$ cat config.mk
export PLATFORM = sky130hd
export DESIGN_NAME = sseg_scan_decoder_flat
export DESIGN_NICKNAME = d
export VERILOG_FILES = /design/src/rtl/sseg_scan_decoder_if.sv /design/src/rtl/sseg_scan_decoder.sv /design/src/flat_wrapper.sv
export SDC_FILE = /design/constraint.sdc
export NUM_CORES = 1
export LEC_CHECK = 0
export ABC_AREA = 1
export CORE_ASPECT_RATIO = 1.2
export CORE_MARGIN = 5
export CORE_UTILIZATION = 45
export DETAILED_ROUTE_END_ITERATION = 6
export PLACE_DENSITY = 0.66
export SYNTH_ARGS = -nofsm -noshare
export SYNTH_HDL_FRONTEND = slang
export SYNTH_SLANG_ARGS = --single-unit
$ cat constraint.sdc
create_clock -name clk -period 3.12 [get_ports clk]
set_input_delay 0.312 -clock clk [delete_from_list [all_inputs] [get_ports clk]]
set_output_delay 0.312 -clock clk [all_outputs]
set_load 0.03 [all_outputs]
$ cat src/rtl/sseg_scan_decoder_if.sv
// Seven-segment scan bus plus decoded result bundle.
// master: drives sseg/an (pins side), reads results.
// slave : the decoder; samples sseg/an, drives results.
//   sseg[6:0]        active-low segments, bit0=a .. bit6=g
//   an[3:0]          active-low anodes, an[i]=0 selects digit i
//   digits[15:0]     recovered nibbles, digit i = digits[4i+3:4i]
//   digit_valid[3:0] nibble i holds a legally decoded value
//   frame_valid      pulse: all 4 digits committed since last pulse
//   err_code         pulse: stable one-hot sample, unknown pattern
//   err_anode        pulse: more than one anode active
interface sseg_scan_decoder_if;
    logic [6:0]  sseg;
    logic [3:0]  an;
    logic [15:0] digits;
    logic [3:0]  digit_valid;
    logic        frame_valid;
    logic        err_code;
    logic        err_anode;

    modport master (
        output sseg, an,
        input  digits, digit_valid, frame_valid,
        input  err_code, err_anode
    );

    modport slave (
        input  sseg, an,
        output digits, digit_valid, frame_valid,
        output err_code, err_anode
    );
endinterface

$ cat src/rtl/sseg_scan_decoder.sv
// Multiplexed 4-digit seven-segment bus monitor: recovers hex digits.
// Ports: clk, rst (sync, active-high), bus (sseg_scan_decoder_if.slave).
// Params: STABLE_CNT samples needed to commit, CNT_W run counter width.
// Option: define SSEG_INPUT_SYNC_EN for a 2-flop input synchronizer.
module sseg_scan_decoder #(
    parameter int STABLE_CNT = 4,
    parameter int CNT_W      = 8
) (
    input logic           clk,
    input logic           rst,
    sseg_scan_decoder_if.slave bus
);
    localparam logic [CNT_W-1:0] STABLE = CNT_W'(STABLE_CNT);
    localparam logic [CNT_W-1:0] CMAX   = '1;

    logic [3:0] an_in;
    logic [6:0] sseg_in;

`ifdef SSEG_INPUT_SYNC_EN
    logic [3:0] an_m1, an_m2;
    logic [6:0] sseg_m1, sseg_m2;

    always_ff @(posedge clk) begin
        if (rst) begin
            an_m1   <= 4'hF;
            an_m2   <= 4'hF;
            sseg_m1 <= 7'h7F;
            sseg_m2 <= 7'h7F;
        end else begin
            an_m1   <= bus.an;
            an_m2   <= an_m1;
            sseg_m1 <= bus.sseg;
            sseg_m2 <= sseg_m1;
        end
    end

    assign an_in   = an_m2;
    assign sseg_in = sseg_m2;
`else
    assign an_in   = bus.an;
    assign sseg_in = bus.sseg;
`endif

    logic [3:0]       s_an, p_an;
    logic [6:0]       s_sseg, p_sseg;
    logic [CNT_W-1:0] cnt, cnt_nxt;
    logic [3:0]       mask;
    logic [15:0]      digits_q;
    logic [3:0]       dv_q;
    logic             fv_q, ec_q, ea_q;

    logic       s_blank, s_onehot, s_multi, p_multi, diff;
    logic       commit, hit;
    logic [1:0] idx;
    logic [3:0] nib, dbit, mask_nxt;

    function automatic logic [4:0] decode(input logic [6:0] seg);
        case (seg)
            7'h40:   decode = {1'b1, 4'h0};
            7'h79:   decode = {1'b1, 4'h1};
            7'h24:   decode = {1'b1, 4'h2};
            7'h30:   decode = {1'b1, 4'h3};
            7'h19:   decode = {1'b1, 4'h4};
            7'h12:   decode = {1'b1, 4'h5};
            7'h02:   decode = {1'b1, 4'h6};
            7'h78:   decode = {1'b1, 4'h7};
            7'h00:   decode = {1'b1, 4'h8};
            7'h10:   decode = {1'b1, 4'h9};
            7'h08:   decode = {1'b1, 4'hA};
            7'h03:   decode = {1'b1, 4'hB};
            7'h46:   decode = {1'b1, 4'hC};
            7'h21:   decode = {1'b1, 4'hD};
            7'h06:   decode = {1'b1, 4'hE};
            7'h0E:   decode = {1'b1, 4'hF};
            default: decode = 5'h00;
        endcase
    endfunction

    assign s_blank  = (s_an == 4'hF);
    assign s_onehot = ($countones(~s_an) == 1);
    assign s_multi  = !s_blank && !s_onehot;
    assign p_multi  = ($countones(~p_an) > 1);
    assign diff     = {s_an, s_sseg} != {p_an, p_sseg};
    assign {hit, nib} = decode(s_sseg);

    always_comb begin
        idx = 2'd0;
        for (int i = 0; i < 4; i++)
            if (!s_an[i]) idx = 2'(i);
    end

    always_comb begin
        cnt_nxt = '0;
        if (s_onehot) begin
            if (diff)
                cnt_nxt = CNT_W'(1);
            else if (cnt != CMAX)
                cnt_nxt = cnt + CNT_W'(1);
            else
                cnt_nxt = cnt;
        end
    end

    // Commit only on the step into STABLE, so a run saturating at
    // STABLE cannot commit again on every cycle.
    assign commit   = s_onehot && (cnt_nxt == STABLE)
                   && (diff || (cnt != cnt_nxt));
    assign dbit     = 4'(1) << idx;
    assign mask_nxt = mask | dbit;

    always_ff @(posedge clk) begin
        if (rst) begin
            s_an     <= 4'hF;
            p_an     <= 4'hF;
            s_sseg   <= 7'h7F;
            p_sseg   <= 7'h7F;
            cnt      <= '0;
            mask     <= 4'h0;
            digits_q <= 16'h0;
            dv_q     <= 4'h0;
            fv_q     <= 1'b0;
            ec_q     <= 1'b0;
            ea_q     <= 1'b0;
        end else begin
            s_an   <= an_in;
            s_sseg <= sseg_in;
            p_an   <= s_an;
            p_sseg <= s_sseg;
            cnt    <= cnt_nxt;
            fv_q   <= 1'b0;
            ec_q   <= 1'b0;
            ea_q   <= s_multi && (diff || !p_multi);
            if (commit) begin
                if (hit) begin
                    digits_q[4*idx +: 4] <= nib;
                    dv_q[idx]            <= 1'b1;
                    if (mask_nxt == 4'hF) begin
                        fv_q <= 1'b1;
                        mask <= 4'h0;
                    end else begin
                        mask <= mask_nxt;
                    end
                end else begin
                    dv_q[idx] <= 1'b0;
                    ec_q      <= 1'b1;
                end
            end
        end
    end

    assign bus.digits      = digits_q;
    assign bus.digit_valid = dv_q;
    assign bus.frame_valid = fv_q;
    assign bus.err_code    = ec_q;
    assign bus.err_anode   = ea_q;
endmodule

$ cat src/flat_wrapper.sv
// flat-port wrapper written by rule: the top's interface ports become plain ports
module sseg_scan_decoder_flat 
#(
    parameter int STABLE_CNT = 4,
    parameter int CNT_W      = 8
)
  (clk, rst, bus_sseg, bus_an, bus_digits, bus_digit_valid, bus_frame_valid, bus_err_code, bus_err_anode);
  sseg_scan_decoder_if bus_i ();
  input logic clk;
  input logic rst;
  input wire logic [$bits(bus_i.sseg)-1:0] bus_sseg;
  input wire logic [$bits(bus_i.an)-1:0] bus_an;
  output wire logic [$bits(bus_i.digits)-1:0] bus_digits;
  output wire logic [$bits(bus_i.digit_valid)-1:0] bus_digit_valid;
  output wire logic [$bits(bus_i.frame_valid)-1:0] bus_frame_valid;
  output wire logic [$bits(bus_i.err_code)-1:0] bus_err_code;
  output wire logic [$bits(bus_i.err_anode)-1:0] bus_err_anode;
  assign bus_i.sseg = bus_sseg;
  assign bus_i.an = bus_an;
  assign bus_digits = bus_i.digits;
  assign bus_digit_valid = bus_i.digit_valid;
  assign bus_frame_valid = bus_i.frame_valid;
  assign bus_err_code = bus_i.err_code;
  assign bus_err_anode = bus_i.err_anode;
  sseg_scan_decoder #(.STABLE_CNT(STABLE_CNT), .CNT_W(CNT_W)) u_core (.clk(clk), .rst(rst), .bus(bus_i));
endmodule
==> metrics.cfg <==
[outcome]
outcome=finished clean

[timing]
final.setup.tns_ps=0
period_share=0.922
drv_slew=0
slew_headroom=0.696
min_period_ps=2880
rsz0062_at_grt=no
tightest_slew_ps=454
skew_ps=5.95
hold_viol=0
fmax_mhz=348
setup_viol=0

[grt]
grt_max_degree=43
grt_pass1_vias=2847
grt_use_total=0.174
grt_overflow_total=0
antenna_found_initial=0
grt_pass1_wl_mm=12.1

[finish]
nFillCells=691
final_layout_size_suffix_gt1_frac=0.102
mostFrequentLayoutCells=nand2_1, dfxtp_1, nand3_1, nor2_1, inv_1
register_area_mm2=0.00114
area_growth_pct=20.9
layout_commonest_cell=nand2_1
layout.cells.non_filler=589
nNetsFinal=529
antenna_cells=0
multi_input_area_mm2=0.00178

[placement]
dp_cells=571
hpwl_mm=5.46
io_buffers=35
gp_congestion=0.870

[critical_path]
end_kind=flip-flop
crit_required_ps=3340
setup.worst_path.start_class=flip-flop
worst_ep_arrival_time_ps=3100
cp_max_fo=11
path_class=flip-flop to flip-flop

[clock_network]
cts_tree=yes
clk_pin_slew_worst_paths_ps=70
clockBufferDepth=2
clkLatencyLatePin_ps=340
numCtsBuffers=9
clkSinkCount=57
cts.htree.levels=3
cts_root_buf=clkbuf_8

[synth]
synth_cells=455
ys_ff_latch=57
syn_area_per_cell_um2=6.88
yosysUniqueCellTypes=31
synth-seq-area-share=0.364
syn_nets=487
netlist_area_mm2=0.00313
yosys_warnings=0

[route]
drt_iter0_markers=216
final_antenna_net_count=0
first_pass_iters=4
drc=0
route.vias.total=2977
routed_wl_mm=7.27
wl_per_cell_um=12.3
vias_per_cell=5.05

[die]
core_mm2=0.00681
io_pins=36
start_util=0.460
die_w_um=86.2
die_y_um=101
placementRows=33
die_area_mm2=0.00873

[pwr]
p_leak_nw=1.65
ir_drop_uv=393
power_density_mw_per_mm2=432

[worst_hold_path]
hold_class=flip-flop to flip-flop

[flow_run]
cap_viol_max_count=0

## where the power goes
part,switching (mW),internal [mW]
registers,0.0179,0.745
logic,0.115,0.0677
clock network,0.303,0.387
total,0.436,1.20
## critical path: stages, from the launching register on
cell     delay [ps]
dfxtp_1         420
inv_1           100
ha_1            280
ha_1            190
fa_1            430
nor3_1          200
buf_4           200
nand4_2         130
nor2_4          200
nand2_4         110
nor2_4          230
inv_1           120
nand2_1          80
a21oi_1          50
## layer usage
layer	GRT usage	wire length, um
met1	0.190	3200
met2	0.319	3580
met3	0.0423	323
met4	0.0755	164
met5	0	0
## layout make-up
type | instances | share of cell area
Inverter | 49 | 0.0486
Multi-Input combinational cell | 341 | 0.469
Clock inverter | 5 | 0.0145
Clock buffer | 11 | 0.0373
Sequential cell | 57 | 0.301
Timing Repair Buffer | 39 | 0.100
Tap cell | 87 | 0.0288
## per-stage QoR
stage	total power, mW	utilization	cell area [um^2]	hold slack, ps	setup WS (ps)
floorplan	0.903	-	3130	416	356
global placement	0.957	0.524	3570	451	179
detailed placement	0.961	0.524	3570	456	56.1
CTS	1.65	0.552	3760	464	58.2
global route	1.71	0.556	3790	486	33.0
finish	1.64	0.556	3790	459	242
## path summary, 6_finish.rpt
| check | slack (ps) | startpoint | cells past startpoint | to |
|---|---|---|---|---|
| min | 460 | flip-flop | 2 | flip-flop |
| max reg2reg | 240 | u_core.s_an[3]$_SDFF_PP1_ | 13 | u_core.mask[1]$_SDFFE_PP0P_ |
| max | 240 | u_core.s_an[3]$_SDFF_PP1_ | 13 | u_core.mask[1]$_SDFFE_PP0P_ |
| min reg2reg | 460 | flip-flop | 2 | flip-flop |
## kinds of logic after synthesis
| logic type | Yosys count | share of synthesized area |
|---|---|---|
| xor+xnor | 5 | 0.0140 |
| flops | 57 | 0.364 |
| buf+inv | 59 | 0.0759 |
| compound gates | 42 | 0.0711 |
| simple gates | 273 | 0.394 |
| fa+ha+maj | 19 | 0.0807 |
## Yosys cell counts
cell	n	area, um^2
dfxtp_1	57	1140
nor2_4	4	45.0
nand2_1	130	488
buf_2	1	5.00
o22ai_1	1	6.26
or2_2	13	81.3
o31ai_1	1	7.51
inv_2	5	18.8
nand3_2	1	10.0
fa_1	2	40.0
o211ai_1	1	7.51
o21ai_1	1	5.00
o21ai_0	7	35.0
nor2_1	45	169
nand4_1	11	68.8
a2111oi_0	1	8.76
nor3_2	1	10.0
nand2_2	3	18.8
nand3_1	45	225
inv_1	44	165
nand3b_1	3	22.5
ha_1	17	213
buf_6	2	22.5
xnor2_1	4	35.0
clkbuf_1	7	26.3
nand4_2	1	12.5
xor2_1	1	8.76
a31oi_1	2	12.5
a21oi_1	28	140
nor2_2	2	12.5
nor3_1	14	70.1
## state kept, by name (all words and copies together) (netlist names), named ones only
name	count
u_core.cnt	8
u_core.p_sseg	7
u_core.s_an	4
u_core.bus.err_anode	1
u_core.p_an	4
u_core.s_sseg	7
u_core.bus.digits	16
u_core.mask	4
u_core.bus.err_code	1
u_core.bus.frame_valid	1
## what timing repair did
item | CTS | global route
setup buffers | 0 | 0
setup endpoints to repair | 0 | 20
hold buffers | 0 | 0
resized for setup | 0 | 2
endpoints found under the hold margin | 0 | 0
Note: power is estimated with default switching activity, not from simulation.
